### src/rtl/pe_pbs_pkg.sv
// Shared sizing parameters for the PBS processing elements.
// Every block in the PBS front end sizes itself from these values.
package pe_pbs_pkg;
  localparam int BATCH_PBS_NB = 9;
  localparam int TOTAL_PBS_NB = 27;
  localparam int GRAM_NB      = 3;
  localparam int ID_W         = 16;
  localparam int TIMEOUT      = 64;
endpackage

### src/rtl/pep_batch_former_pkg.sv
// Widths, batch buffer entry, FSM states and GRAM-bank helper for pep_batch_former.
// Derived widths follow the shared sizing parameters.
package pep_batch_former_pkg;
  import pe_pbs_pkg::*;

  localparam int PID_W  = $clog2(TOTAL_PBS_NB);
  localparam int BCNT_W = $clog2(BATCH_PBS_NB + 1);
  localparam int GID_W  = $clog2(GRAM_NB);
  localparam int TMR_W  = $clog2(TIMEOUT);

  typedef struct packed {
    logic [PID_W-1:0] pid;
    logic [GID_W-1:0] gid;
    logic [ID_W-1:0]  id;
  } entry_t;

  typedef enum logic [1:0] {
    ST_IDLE,
    ST_FILL,
    ST_SEND
  } state_e;

  function automatic logic [GID_W-1:0] gid_of(input logic [PID_W-1:0] pid);
    return GID_W'(int'(pid) % GRAM_NB);
  endfunction
endpackage

### src/rtl/pep_batch_former_if.sv
// Request, batch command and completion signals of pep_batch_former.
// The slave modport is the batch former; the master modport is its environment.
interface pep_batch_former_if;
  import pe_pbs_pkg::*;
  import pep_batch_former_pkg::*;

  logic                           in_vld;
  logic                           in_rdy;
  logic [ID_W-1:0]                in_id;
  logic                           flush;
  logic                           out_vld;
  logic                           out_rdy;
  logic [BCNT_W-1:0]              out_pbs_nb;
  logic [BATCH_PBS_NB*PID_W-1:0]  out_pid;
  logic [BATCH_PBS_NB*ID_W-1:0]   out_id;
  logic [BATCH_PBS_NB*GID_W-1:0]  out_gid;
  logic                           done_vld;
  logic [PID_W-1:0]               done_pid;
  logic [PID_W:0]                 free_cnt;
  logic                           err_double_free;

  modport master (
    output in_vld, in_id, flush, out_rdy, done_vld, done_pid,
    input  in_rdy, out_vld, out_pbs_nb, out_pid, out_id, out_gid, free_cnt, err_double_free
  );

  modport slave (
    input  in_vld, in_id, flush, out_rdy, done_vld, done_pid,
    output in_rdy, out_vld, out_pbs_nb, out_pid, out_id, out_gid, free_cnt, err_double_free
  );
endinterface

### src/rtl/pep_slot_pool.sv
// PBS slot pool: free bitmap, in-order allocation ring, free counter and
// detection of completions for slots that are already free.
module pep_slot_pool
  import pe_pbs_pkg::*, pep_batch_former_pkg::*;
(
  input  logic             clk,
  input  logic             rst_n,
  input  logic             alloc_en,
  input  logic             free_vld,
  input  logic [PID_W-1:0] free_pid,
  output logic             alloc_rdy,
  output logic [PID_W-1:0] alloc_pid,
  output logic [PID_W:0]   free_cnt,
  output logic             err
);

  logic [TOTAL_PBS_NB-1:0] slot_free;
  logic [PID_W-1:0]        alloc_ptr;
  logic                    free_in_range;
  logic                    free_hit;
  logic                    free_dup;

  // Only the ring head may be handed out, so a busy head stalls allocation.
  assign alloc_rdy     = slot_free[alloc_ptr];
  assign alloc_pid     = alloc_ptr;
  assign free_in_range = free_pid < PID_W'(TOTAL_PBS_NB);
  assign free_hit      = free_vld && free_in_range && !slot_free[free_pid];
  assign free_dup      = free_vld && free_in_range && slot_free[free_pid];

  always_ff @(posedge clk or negedge rst_n) begin
    if (!rst_n) begin
      slot_free <= '1;
      alloc_ptr <= '0;
      free_cnt  <= (PID_W+1)'(TOTAL_PBS_NB);
      err       <= 1'b0;
    end else begin
      err <= free_dup;
      if (alloc_en) begin
        slot_free[alloc_ptr] <= 1'b0;
        alloc_ptr <= (alloc_ptr == PID_W'(TOTAL_PBS_NB - 1)) ? '0 : alloc_ptr + PID_W'(1);
      end
      if (free_hit) begin
        slot_free[free_pid] <= 1'b1;
      end
      case ({free_hit, alloc_en})
        2'b10:   free_cnt <= free_cnt + (PID_W+1)'(1);
        2'b01:   free_cnt <= free_cnt - (PID_W+1)'(1);
        default: free_cnt <= free_cnt;
      endcase
    end
  end

endmodule

### src/rtl/pep_batch_former.sv
// Groups single-PBS requests into batches of up to BATCH_PBS_NB, allocating a
// slot per request and launching on full batch, idle timeout or flush.
module pep_batch_former
  import pe_pbs_pkg::*, pep_batch_former_pkg::*;
(
  input logic                 clk,
  input logic                 s_rst_n,
  pep_batch_former_if.slave   bus
);

  state_e            state, state_nxt;
  logic [BCNT_W-1:0] fill_cnt, fill_nxt;
  logic [TMR_W-1:0]  timer, timer_nxt;
  entry_t            ent [BATCH_PBS_NB];
  logic              run;
  logic              alloc_rdy;
  logic [PID_W-1:0]  alloc_pid;
  logic              accept;

  // run keeps in_rdy low while reset is held and until the first clock after it.
  assign bus.in_rdy = run && (state != ST_SEND) && alloc_rdy;
  assign accept     = bus.in_vld && bus.in_rdy;

  pep_slot_pool u_pool (
    .clk       (clk),
    .rst_n     (s_rst_n),
    .alloc_en  (accept),
    .free_vld  (bus.done_vld),
    .free_pid  (bus.done_pid),
    .alloc_rdy (alloc_rdy),
    .alloc_pid (alloc_pid),
    .free_cnt  (bus.free_cnt),
    .err       (bus.err_double_free)
  );

  always_ff @(posedge clk or negedge s_rst_n) begin
    if (!s_rst_n) begin
      state    <= ST_IDLE;
      fill_cnt <= '0;
      timer    <= '0;
      run      <= 1'b0;
    end else begin
      state    <= state_nxt;
      fill_cnt <= fill_nxt;
      timer    <= timer_nxt;
      run      <= 1'b1;
    end
  end

  always_comb begin
    state_nxt = state;
    fill_nxt  = fill_cnt;
    timer_nxt = timer;
    case (state)
      ST_IDLE: begin
        timer_nxt = '0;
        if (accept) begin
          fill_nxt  = fill_cnt + BCNT_W'(1);
          state_nxt = (fill_nxt == BCNT_W'(BATCH_PBS_NB)) ? ST_SEND : ST_FILL;
        end
      end
      ST_FILL: begin
        if (accept) begin
          fill_nxt  = fill_cnt + BCNT_W'(1);
          timer_nxt = '0;
        end else if (timer != TMR_W'(TIMEOUT - 1)) begin
          timer_nxt = timer + TMR_W'(1);
        end
        // Launch decision uses the post-accept count and the pre-update timer.
        if (fill_nxt == BCNT_W'(BATCH_PBS_NB) || timer == TMR_W'(TIMEOUT - 1) || bus.flush) begin
          state_nxt = ST_SEND;
          timer_nxt = '0;
        end
      end
      ST_SEND: begin
        if (bus.out_rdy) begin
          state_nxt = ST_IDLE;
          fill_nxt  = '0;
        end
      end
      default: state_nxt = ST_IDLE;
    endcase
  end

  always_ff @(posedge clk or negedge s_rst_n) begin
    if (!s_rst_n) begin
      for (int k = 0; k < BATCH_PBS_NB; k++) begin
        ent[k] <= '0;
      end
    end else if (accept) begin
      ent[fill_cnt] <= '{pid: alloc_pid, gid: gid_of(alloc_pid), id: bus.in_id};
    end
  end

  // Entries at or beyond the batch count are forced to zero on the bus.
  always_comb begin
    bus.out_vld    = (state == ST_SEND);
    bus.out_pbs_nb = (state == ST_SEND) ? fill_cnt : '0;
    bus.out_pid    = '0;
    bus.out_id     = '0;
    bus.out_gid    = '0;
    for (int k = 0; k < BATCH_PBS_NB; k++) begin
      if (state == ST_SEND && BCNT_W'(k) < fill_cnt) begin
        bus.out_pid[k*PID_W +: PID_W] = ent[k].pid;
        bus.out_id[k*ID_W +: ID_W]    = ent[k].id;
        bus.out_gid[k*GID_W +: GID_W] = ent[k].gid;
      end
    end
  end

endmodule

### src/flat_wrapper.sv
// flat-port wrapper written by rule: the top's interface ports become plain ports
module pep_batch_former_flat import pe_pbs_pkg::*, pep_batch_former_pkg::*;
  (clk, s_rst_n, bus_in_vld, bus_in_id, bus_flush, bus_out_rdy, bus_done_vld, bus_done_pid, bus_in_rdy, bus_out_vld, bus_out_pbs_nb, bus_out_pid, bus_out_id, bus_out_gid, bus_free_cnt, bus_err_double_free);
  pep_batch_former_if bus_i ();
  input logic clk;
  input logic s_rst_n;
  input wire logic [$bits(bus_i.in_vld)-1:0] bus_in_vld;
  input wire logic [$bits(bus_i.in_id)-1:0] bus_in_id;
  input wire logic [$bits(bus_i.flush)-1:0] bus_flush;
  input wire logic [$bits(bus_i.out_rdy)-1:0] bus_out_rdy;
  input wire logic [$bits(bus_i.done_vld)-1:0] bus_done_vld;
  input wire logic [$bits(bus_i.done_pid)-1:0] bus_done_pid;
  output wire logic [$bits(bus_i.in_rdy)-1:0] bus_in_rdy;
  output wire logic [$bits(bus_i.out_vld)-1:0] bus_out_vld;
  output wire logic [$bits(bus_i.out_pbs_nb)-1:0] bus_out_pbs_nb;
  output wire logic [$bits(bus_i.out_pid)-1:0] bus_out_pid;
  output wire logic [$bits(bus_i.out_id)-1:0] bus_out_id;
  output wire logic [$bits(bus_i.out_gid)-1:0] bus_out_gid;
  output wire logic [$bits(bus_i.free_cnt)-1:0] bus_free_cnt;
  output wire logic [$bits(bus_i.err_double_free)-1:0] bus_err_double_free;
  assign bus_i.in_vld = bus_in_vld;
  assign bus_i.in_id = bus_in_id;
  assign bus_i.flush = bus_flush;
  assign bus_i.out_rdy = bus_out_rdy;
  assign bus_i.done_vld = bus_done_vld;
  assign bus_i.done_pid = bus_done_pid;
  assign bus_in_rdy = bus_i.in_rdy;
  assign bus_out_vld = bus_i.out_vld;
  assign bus_out_pbs_nb = bus_i.out_pbs_nb;
  assign bus_out_pid = bus_i.out_pid;
  assign bus_out_id = bus_i.out_id;
  assign bus_out_gid = bus_i.out_gid;
  assign bus_free_cnt = bus_i.free_cnt;
  assign bus_err_double_free = bus_i.err_double_free;
  pep_batch_former u_core (.clk(clk), .s_rst_n(s_rst_n), .bus(bus_i));
endmodule
### config.mk
export PLATFORM = sky130hd
export DESIGN_NAME = pep_batch_former_flat
export DESIGN_NICKNAME = d
export VERILOG_FILES = /design/src/rtl/pe_pbs_pkg.sv /design/src/rtl/pep_batch_former_pkg.sv /design/src/rtl/pep_batch_former_if.sv /design/src/rtl/pep_slot_pool.sv /design/src/rtl/pep_batch_former.sv /design/src/flat_wrapper.sv
export SDC_FILE = /design/constraint.sdc
export NUM_CORES = 1
export LEC_CHECK = 0
export ABC_AREA = 1
export CAP_MARGIN = 25
export CORE_MARGIN = 1.5
export CORE_UTILIZATION = 53
export DETAILED_ROUTE_END_ITERATION = 8
export PLACE_DENSITY = 0.89
export SETUP_SLACK_MARGIN = 0.05
export SLEW_MARGIN = 15
export SYNTH_ARGS = -nofsm -noshare
export SYNTH_HDL_FRONTEND = slang
export SYNTH_SLANG_ARGS = --single-unit
### constraint.sdc
create_clock -name clk -period 3.95 [get_ports clk]
set_input_delay 0.9875 -clock clk [delete_from_list [all_inputs] [get_ports clk]]
set_output_delay 0.9875 -clock clk [all_outputs]
set_load 0.05 [all_outputs]
==> run summary, run 1 <==
Die H -> 159 um
Placed Cells -> 2232
Slowest CP cell -> dfrtp_1
Worst Path Arrival -> 4.39 ns
Area delta synth->final -> 40.4%
CP max stage delay -> 0.44 ns
Drt via density -> 5.68
Number of global-route vias before repair -> 12700
CP delay by family, top -> simple AND/OR/NAND/NOR gates
Hold_ws -> 0.406 ns
Power per cell area -> 356 nW/um^2
Final setup viols -> 0
CTS buffer count -> 28
Status -> completed
Seq/Total Area, Yosys -> 50.4%
RSZ-0062 raised after global routing -> yes
Post-route cell area -> 18200 um^2
Max Freq -> 256 MHz
N_diodes -> 0
Iteration-0 DRC Markers -> 1502
Vias -> 13100
Port Buf Inserts -> 246
Synth Instances -> 1706
Total GRT Usage -> 33.9%
Yosys top cell area share -> 44.1%
Switching part of the total -> 27.3%
CP bufs+invs -> 4
Yosys top cell by area -> dfrtp_1
Post-DRT Antenna Nets -> 0
Layout Skew -> 0.0259 ns
Largest cells by area after synthesis -> dfrtp_1, nand2_1, o21ai_0
CTS sink count -> 259
Clock buffer depth -> 3
Gpl congestion -> 0.931
CTS tree -> built
Total gr overflow -> 0
Reg clk slew, reported paths -> 0.06 ns
# DRC -> 0
P_leak -> 9.26 nW
Layout Nets -> 2010
Most common cell after layout, fill and taps aside -> nand2_1
Startpoint types -> register
Cell Area, Placed -> 16900 um^2
Router iterations before antenna repair -> 9
Cell Area, Synth -> 12900 um^2
Core area -> 23700 um^2
Pint -> 4.69 mW
Clock power share -> 41.5%
Htree depth -> 1
Most frequent cells in the layout -> nand2_1, inv_1, nor2_1
Crit path cell chain -> nor2_4 -> inv_2 -> ha_4 -> nor2_4 -> nand3_1 -> nand2_1 -> inv_2 -> ha_1 -> inv_1 -> nand2_2 -> nor2_4 -> nand3_4 -> xor2_4 -> inv_1 -> ha_1 -> nor3b_2 -> nand3_1 -> nor2_1 -> nand3_2 -> nor2_4 -> nand2_4 -> nand2_4 -> nand3_1 -> nand2_1
Synthesized netlist net count -> 1754
Largest net degree at the start of global routing -> 78
CP most frequent cell -> nor2_4
Fill count -> 1532
Slew Viols, Final -> 0
Post-layout util -> 76.7%
Synth cell types -> 42
Avg WL per Cell -> 19.5 um
Hold Path Class -> input pin to async pin
FF+latch count, synth -> 259
Maxcap violations -> 0
Class of the most critical setup path -> register to register
Reg area -> 6520 um^2
Layout Cells excl Fill -> 2302
Maximum VDD drop -> 369 uV
Final Cycle Share -> 99.0%
CTS Hold Bufs -> 0
Ratio of cells with drive above 1 in the final layout -> 19.0%
CTS root buf -> clkbuf_16
Die ar. -> 25400 um^2
Combinational fraction of design power -> 13.1%
Critical Path Sink Type -> register
Final HPWL DP -> 29700 um
Ports -> 247
Slew HR -> 47.9%
Final hold viol count -> 0
First-pass GRT wire length -> 68400 um
Initial antenna violation count -> 0
Flop-to-flop setup slack -> 0.04 ns
Avg Synthesized Cell Area -> 7.58 um^2
Number of placement rows -> 56
WP data required -> 4.43 ns
Number of synthesis warnings -> 0
Tmin final -> 3.91 ns
Worst-margin pin slew -> 0.779 ns
Sequential share of power -> 45.4%
Die X -> 159 um
Switching power -> 1.76 mW
Clk_lat worst skew -> 0.55 ns
WL final -> 45000 um
Crit-path max FO -> 6
Multi-input logic area -> 5180 um^2
Starting density of the core -> 54.6%
flip-flops by register name (all words and copies together) (netlist names):
register,count
u_core.state,2
u_core.u_pool.free_cnt,6
u_core.ent,207
u_core.u_pool.alloc_pid,5
u_core.u_pool.slot_free,27
u_core.run,1
u_core.fill_cnt,4
u_core.timer,6
u_core.u_pool.err,1
routing by layer:
layer	vias to the layer above	track usage, %	share of wire (%)
met5	-	0	0
met4	0	19.4	6.9
met3	227	5.55	8.9
met2	873	56.3	47
met1	6260	42.1	37
li1	5722	-	-
synthesized netlist by cell type, drive strengths merged:
| master | count |
|---|---|
| o21a | 3 |
| clkinv | 2 |
| nand2 | 378 |
| xor2 | 3 |
| o22ai | 16 |
| a22oi | 1 |
| and3 | 1 |
| conb | 1 |
| or2 | 1 |
| a21o | 1 |
| dfrtp | 228 |
| nand3 | 55 |
| o21ai | 262 |
| fa | 1 |
| a31oi | 3 |
| nor3b | 3 |
| inv | 299 |
| dfstp | 31 |
| nand4 | 7 |
| buf | 39 |
| xnor2 | 2 |
| clkbuf | 54 |
| nor2 | 268 |
| nor3 | 15 |
| a211oi | 1 |
| nor4 | 1 |
| a21oi | 10 |
| ha | 20 |
layout make-up:
type	instances	share of cell area (%)
well taps	319	2.20
clock inverters	11	0.799
repair buffers	315	21.9
flip-flops and latches	259	35.9
clock buffers	40	4.38
inverters	301	6.28
multi-input cells	1057	28.5
cell families (layout without fill, tap and decap cells):
family	after synthesis	in the layout	synth area share [%]
buffers and inverters	394	667	12.0
AO/OA/AOI/OAI	297	298	11.8
adder cells (fa/ha/maj)	21	21	2.09
AND/OR/NAND/NOR	729	732	23.3
other	1	1	0.0290
flip-flops	259	259	50.4
XOR/XNOR	5	5	0.339
per-stage QoR:
step | worst slack (ns) | TNS, ns | total power [mW]
3_5_place_dp | -0.411 | -0.715 | 3.77
2_1_floorplan | -0.119 | -6.68 | 3.42
3_3_place_gp | -0.264 | -0.374 | 3.74
5_1_grt | -0.213 | -3.18 | 6.66
4_1_cts | 0.0512 | 0 | 6.45
6_report | 0.0412 | 0 | 6.46
power groups by stage:
| stage | combinational (mW) | sequential (mW) | clock [mW] |
|---|---|---|---|
| after CTS | 0.808 | 2.93 | 2.71 |
| after detailed placement | 0.800 | 2.97 | 0 |
| final | 0.845 | 2.93 | 2.68 |
| after floorplan | 0.392 | 3.03 | 0 |
| after global placement | 0.780 | 2.96 | 0 |
| after global routing | 0.913 | 2.94 | 2.80 |
final timing paths:
| path | cells past startpoint | to | start |
|---|---|---|---|
| max | 24 | u_core.ent[39]$_DFFE_PN0P_ | u_core.u_pool.alloc_pid[3]$_DFFE_PN0P_ |
| min | 1 | u_core.ent[164]$_DFFE_PN0P_ | s_rst_n |
| max reg2reg | 24 | u_core.ent[39]$_DFFE_PN0P_ | u_core.u_pool.alloc_pid[3]$_DFFE_PN0P_ |
| min reg2reg | 2 | u_core.u_pool.slot_free[11]$_DFF_PN1_ | u_core.u_pool.slot_free[11]$_DFF_PN1_ |
| max in group asynchronous | 2 | u_core.ent[11]$_DFFE_PN0P_ | s_rst_n |
| min in group clk | 2 | u_core.u_pool.slot_free[11]$_DFF_PN1_ | u_core.u_pool.slot_free[11]$_DFF_PN1_ |
repair_timing:
action / in CTS / in global routing
endpoints found under the setup margin: 103 / 55
gates cloned: 0 / 4
pin swaps: 1 / 8
setup buffers: 3 / 12
resized for setup: 30 / 36
(Power assumes the default switching activity.)
==> inputs of run 2 (changes only) <==
- CORE_UTILIZATION: 53 -> 39
- PLACE_DENSITY: 0.89 -> 0.71
==> run summary, run 2 (synthesis results as in run 1) <==
Post-DRT Antenna Nets -> 0 (unchanged)
Number of global-route vias before repair -> 11300 (-11%)
Die H -> 185 um (+16%)
Area delta synth->final -> 39.5%
Avg WL per Cell -> 16.9 um (-14%)
Die ar. -> 34300 um^2 (+35%)
Final Cycle Share -> 95.3% (-3.7 points)
Maxcap violations -> 0 (unchanged)
Number of placement rows -> 66 (+18%)
CTS sink count -> 259 (unchanged)
Hold Path Class -> register to register
Cell Area, Placed -> 16800 um^2 (-0.36%)
Vias -> 11900 (-9.2%)
Most common cell after layout, fill and taps aside -> nand2_1
CTS tree -> built
Router iterations before antenna repair -> 6 (-3)
# DRC -> 0 (unchanged)
Post-layout util -> 55.3% (-21 points)
P_leak -> 9.57 nW (+3.3%)
Post-route cell area -> 18000 um^2 (-0.63%)
Worst R2R Start -> u_core.u_pool.alloc_pid[4]$_DFFE_PN0P_
Critical Path Sink Type -> register
Final setup viols -> 0 (unchanged)
Max Freq -> 266 MHz (+3.9%)
Slew HR -> 34.6% (-13 points)
Core area -> 32600 um^2 (+38%)
Power per cell area -> 362 nW/um^2 (+1.9%)
Register bank with the most flops -> u_core.ent
Class of the most critical setup path -> register to register
Iteration-0 DRC Markers -> 976 (-35%)
Gpl congestion -> 0.861 (-7.4%)
Slowest CP cell -> dfrtp_1
CTS Hold Bufs -> 0 (unchanged)
Min-Delay Startpoint -> u_core.u_pool.slot_free[11]$_DFF_PN1_
Slew Viols, Final -> 0 (unchanged)
Setup TNS -> 0 ns (unchanged)
Layout Nets -> 1999 (-0.55%)
CTS buffer count -> 29 (+3.6%)
Layout Cells excl Fill -> 2414 (+4.9%)
Largest net degree at the start of global routing -> 110 (+41%)
WP data required -> 4.45 ns (+0.02 ns)
Min-Delay Endpoint -> u_core.u_pool.slot_free[11]$_DFF_PN1_
Total power -> 6.54 mW (+1.3%)
Total GRT Usage -> 23.6% (-10 points)
Worst Path Arrival -> 4.27 ns (-0.12 ns)
Ratio of cells with drive above 1 in the final layout -> 18.6% (-0.45 points)
Reg area -> 6520 um^2 (unchanged)
Ports -> 247 (unchanged)
Clk_lat worst skew -> 0.56 ns (about the same)
Reg2reg path depth -> 25 (+4.2%)
Drt via density -> 4.92 (-13%)
Die X -> 185 um (+16%)
CTS root buf -> clkbuf_16
Flop-to-flop setup slack -> 0.19 ns (+0.15 ns)
Final HPWL DP -> 28800 um (-3.1%)
Final hold viol count -> 0 (unchanged)
N_diodes -> 0 (unchanged)
Htree depth -> 1 (unchanged)
Worst-margin pin slew -> 0.978 ns (+0.199 ns)
Startpoint types -> register
First-pass GRT wire length -> 62500 um (-8.7%)
CP max stage delay -> 0.36 ns (-0.08 ns)
Starting density of the core -> 39.7% (-15 points)
WHS Path Cells -> 2
Maximum VDD drop -> 451 uV (+22%)
Fill count -> 2951 (+93%)
Layout Skew -> 0.0164 ns (-0.00952 ns)
FF-to-FF End -> u_core.ent[109]$_DFFE_PN0P_
Status -> completed
Port Buf Inserts -> 246 (unchanged)
Clock buffer depth -> 3 (unchanged)
Initial antenna violation count -> 0 (unchanged)
Max FFs per register -> 207 (unchanged)
WL final -> 40800 um (-9.4%)
Tmin final -> 3.76 ns (-0.146 ns)
Reg clk slew, reported paths -> 0.06 ns (about the same)
Largest registers -> u_core.ent x207, u_core.u_pool.slot_free x27
Most frequent cells in the layout -> nand2_1, inv_1, nor2_1, o21ai_0, dfrtp_1
Multi-input logic area -> 5090 um^2 (-1.6%)
Crit-path max FO -> 6 (unchanged)
Total gr overflow -> 0 (unchanged)
Placed Cells -> 2356 (+5.6%)
-- run 2: cell count changes in the layout (fill, tap and decap cells not counted), moves of 3 or more --
cell and delta:
buf_12 -18, clkinv_2 -4, clkdlybuf4s50_1 -18, dlymetal6s2s_1 +24, dlygate4sd2_1 -9, o21ai_4 -3, buf_4 +11
-- run 2: cell type report --
class,count,area share (%)
clock buffers,43,4.70
repair buffers,304,20.7
clock inverters,9,0.867
well taps,442,3.06
inverters,301,6.31
multi-input cells,1056,28.2
flip-flops and latches,259,36.1
-- run 2: metal layers --
layer	vias up	share of wire, %	global-route usage (%)	wire, um
li1	5703	-	-	-
met1	5642	42	31.7	17300
met2	453	47	38.3	19100
met3	80	7.1	3.81	2890
met4	0	3.5	8.49	1450
met5	-	0	0	0
-- run 2: timing repair --
| item | in CTS | in global routing |
|---|---|---|
| buffers inserted | 0 | 3 |
| resized for setup | 19 | 50 |
| endpoints found under the setup margin | 52 | 67 |
| pin swaps | 0 | 8 |
| cloned | 0 | 3 |
| hold endpoints to repair | 0 | 0 |
-- run 2: worst max path at each step --
stage,from,to,slack (ns),cells after the start
floorplan,u_core.state[1]$_DFFE_PN0P_,bus_out_gid[16],-0.12,8
global placement,bus_done_pid[1],u_core.u_pool.free_cnt[5]$_DFFE_PN0P_,-0.34,20
detailed placement,bus_done_pid[1],u_core.u_pool.free_cnt[5]$_DFFE_PN0P_,-0.45,20
CTS,u_core.fill_cnt[0]$_DFFE_PN0P_,bus_out_pid[0],0.08,7
global route,u_core.u_pool.alloc_pid[4]$_DFFE_PN0P_,u_core.ent[109]$_DFFE_PN0P_,-0.11,26
finish,u_core.u_pool.alloc_pid[4]$_DFFE_PN0P_,u_core.ent[109]$_DFFE_PN0P_,0.19,25
-- run 2: power breakdown --
group | internal (mW) | switching, mW | total (mW) | leakage [nW]
Combinational | 0.255 | 0.543 | 0.798 | 6.59
Sequential | 2.83 | 0.0968 | 2.93 | 2.49
Clock | 1.69 | 1.13 | 2.82 | 0.487
-- run 2: per-stage QoR --
stage | setup slack [ns] | hold slack (ns)
floorplan | -0.119 | 0.449
global placement | -0.337 | 0.467
detailed placement | -0.446 | 0.468
CTS | 0.0767 | 0.480
global route | -0.110 | 0.492
finish | 0.187 | 0.475
-- run 2: critical path, delay by kind of cell, from the launching register on --
family,cells,cell delay [ns]
and+or+nand+nor,16,2.17
adders and majority gates,3,0.60
buffers and inverters,5,0.36
DFF,1,0.36
xor gates and xnor gates,1,0.19
==> inputs of run 3 (changes only) <==
- CAP_MARGIN: 25 -> 20
- CELL_PAD_IN_SITES_DETAIL_PLACEMENT: unset -> 1
- CELL_PAD_IN_SITES_GLOBAL_PLACEMENT: unset -> 1
- CORE_UTILIZATION: 39 -> 38
- PLACE_DENSITY: 0.71 -> 0.88
==> run summary, run 3 (synthesis results as in run 1) <==
Slew Viols, Final -> 0 (unchanged)
Max FFs per register -> 207 (unchanged)
Drt via density -> 5.36 (+8.9%)
Initial antenna violation count -> 0 (unchanged)
Ratio of cells with drive above 1 in the final layout -> 19.5% (+0.98 points)
CTS sink count -> 259 (unchanged)
Worst Path Arrival -> 2.96 ns (-1.31 ns)
Final setup viols -> 0 (unchanged)
Class of the most critical setup path -> register to output port
Area delta synth->final -> 44.0%
Clock buffer depth -> 3 (unchanged)
Final Cycle Share -> 100% (+4.7 points)
CP startpoint -> u_core.fill_cnt[1]$_DFFE_PN0P_
Register bank with the most flops -> u_core.ent
Layout Skew -> 0.0288 ns (+0.0124 ns)
Critical Path End -> bus_out_id[70]
Reg clk slew, reported paths -> 0.07 ns (about the same)
Worst-margin pin slew -> 0.935 ns (-0.0435 ns)
Port Buf Inserts -> 246 (unchanged)
Gpl congestion -> 0.882 (+2.4%)
Number of placement rows -> 67 (+1.5%)
Maxcap violations -> 0 (unchanged)
Die X -> 188 um (+1.3%)
Starting density of the core -> 38.6% (-1.1 points)
Largest net degree at the start of global routing -> 83 (-25%)
Layout Cells excl Fill -> 2434 (+0.83%)
WL final -> 55800 um (+37%)
FF-to-FF End -> u_core.ent[131]$_DFFE_PN0P_
Core area -> 33500 um^2 (+2.8%)
CTS root buf -> clkbuf_16
P_leak -> 10.0 nW (+4.5%)
Pre-CTS worst setup slack -> -0.422 ns (+0.0247 ns)
CTS Hold Bufs -> 0 (unchanged)
Final worst setup slack -> 0.00119 ns (-0.186 ns)
Critical Path Sink Type -> output port
N_diodes -> 0 (unchanged)
Status -> completed
Final hold viol count -> 0 (unchanged)
Placed Cells -> 2362 (+0.25%)
Total gr overflow -> 0 (unchanged)
Layout Nets -> 2011 (+0.60%)
Iteration-0 DRC Markers -> 1123 (+15%)
Tmin final -> 3.95 ns (+0.186 ns)
Startpoint types -> register
Clk_lat worst skew -> 0.59 ns (+0.03 ns)
Slew HR -> 37.5% (+3.0 points)
Worst R2R Start -> u_core.u_pool.alloc_pid[3]$_DFFE_PN0P_
Most common cell after layout, fill and taps aside -> nand2_1
WP data required -> 2.96 ns (-1.49 ns)
Ports -> 247 (unchanged)
First-pass GRT wire length -> 81700 um (+31%)
CTS buffer count -> 30 (+3.4%)
Die ar. -> 35200 um^2 (+2.6%)
Reg2reg path depth -> 24 (-4.0%)
Number of global-route vias before repair -> 13800 (+23%)
Total GRT Usage -> 29.9% (+6.4 points)
Post-DRT Antenna Nets -> 0 (unchanged)
Most frequent cells in the layout -> nand2_1, inv_1, nor2_1
Hold Path Class -> input pin to async pin
CTS tree -> built
Flop-to-flop setup slack -> 0.03 ns (-0.16 ns)
Htree depth -> 1 (unchanged)
Avg WL per Cell -> 22.9 um (+36%)
Crit-path max FO -> 13 (+7)
Largest registers -> u_core.ent x207, u_core.u_pool.slot_free x27
Maximum VDD drop -> 399 uV (-12%)
Final HPWL DP -> 37100 um (+29%)
Die H -> 188 um (+1.3%)
Max Freq -> 253 MHz (-4.7%)
Power per cell area -> 357 nW/um^2 (-1.5%)
Vias -> 13000 (+9.8%)
Router iterations before antenna repair -> 6 (unchanged)
# DRC -> 0 (unchanged)
## run 3: changes by cell type in the layout (fill, tap and decap cells not counted), sizes merged
cell           delta
clkdlybuf4s50    -21
dlymetal6s2s     +12
buf              +11
dlygate4sd2       +7
clkdlybuf4s15     +3
clkinv            +2
bufinv            -1
clkbuf            +1
clkinvlp          +1
nand2             -1
## run 3: worst max-delay path: stages (launching register included)
cell	delay, ns
dfrtp_1	0.52
inv_1	0.19
ha_1	0.23
inv_1	0.22
nor2_1	0.12
inv_1	0.15
nand2_2	0.23
buf_4	0.27
nor2_1	0.27
buf_12	0.18
## run 3: final cells by class
class                   instances  area (um^2)
multi-input cells            1055         5180
clock buffers                  44          875
repair buffers                316         4230
clock inverters                11          120
inverters                     301         1140
flip-flops and latches        259         6520
fillers                      3892        14900
well taps                     448          561
## run 3: routing by layer
layer	GRT usage, %	wire, um
met1	35.4	21100
met2	51.6	27500
met3	5.95	3950
met4	15.6	3230
met5	0	0
## run 3: worst min-delay path by stage
stage                                           from                               endpoint  slack (ns)  depth (start not counted)
2_1_floorplan            u_core.ent[154]$_DFFE_PN0P_            u_core.ent[154]$_DFFE_PN0P_        0.45                          2
3_3_place_gp   u_core.u_pool.slot_free[19]$_DFF_PN1_  u_core.u_pool.slot_free[19]$_DFF_PN1_        0.47                          2
3_5_place_dp   u_core.u_pool.slot_free[11]$_DFF_PN1_  u_core.u_pool.slot_free[11]$_DFF_PN1_        0.47                          2
4_1_cts                                      s_rst_n            u_core.ent[165]$_DFFE_PN0P_        0.38                          1
5_1_grt                                      s_rst_n            u_core.ent[167]$_DFFE_PN0P_        0.37                          1
6_report                                     s_rst_n            u_core.ent[167]$_DFFE_PN0P_        0.34                          1
## run 3: power by group
group          internal, mW  switching [mW]
logic                 0.260           0.595
clock network          1.66            1.20
registers              2.83           0.105
## run 3: timing repair
item / CTS / global route
buffers inserted: 2 / 13
setup endpoints to repair: 87 / 91
gates resized for setup: 45 / 74
pin swaps: 5 / 14
cloned: 1 / 1
## run 3: per-stage QoR
step	TNS [ns]	cell area (um^2)	hold WS (ns)	util, %	power, mW
2_1_floorplan	-6.68	13000	0.449	-	3.42
3_3_place_gp	-0.295	17200	0.465	51.4	3.76
3_5_place_dp	-1.64	17200	0.467	51.4	3.80
6_report	0	18600	0.335	55.6	6.65
4_1_cts	0	18300	0.381	54.6	6.63
5_1_grt	-1.13	18600	0.369	55.6	6.87
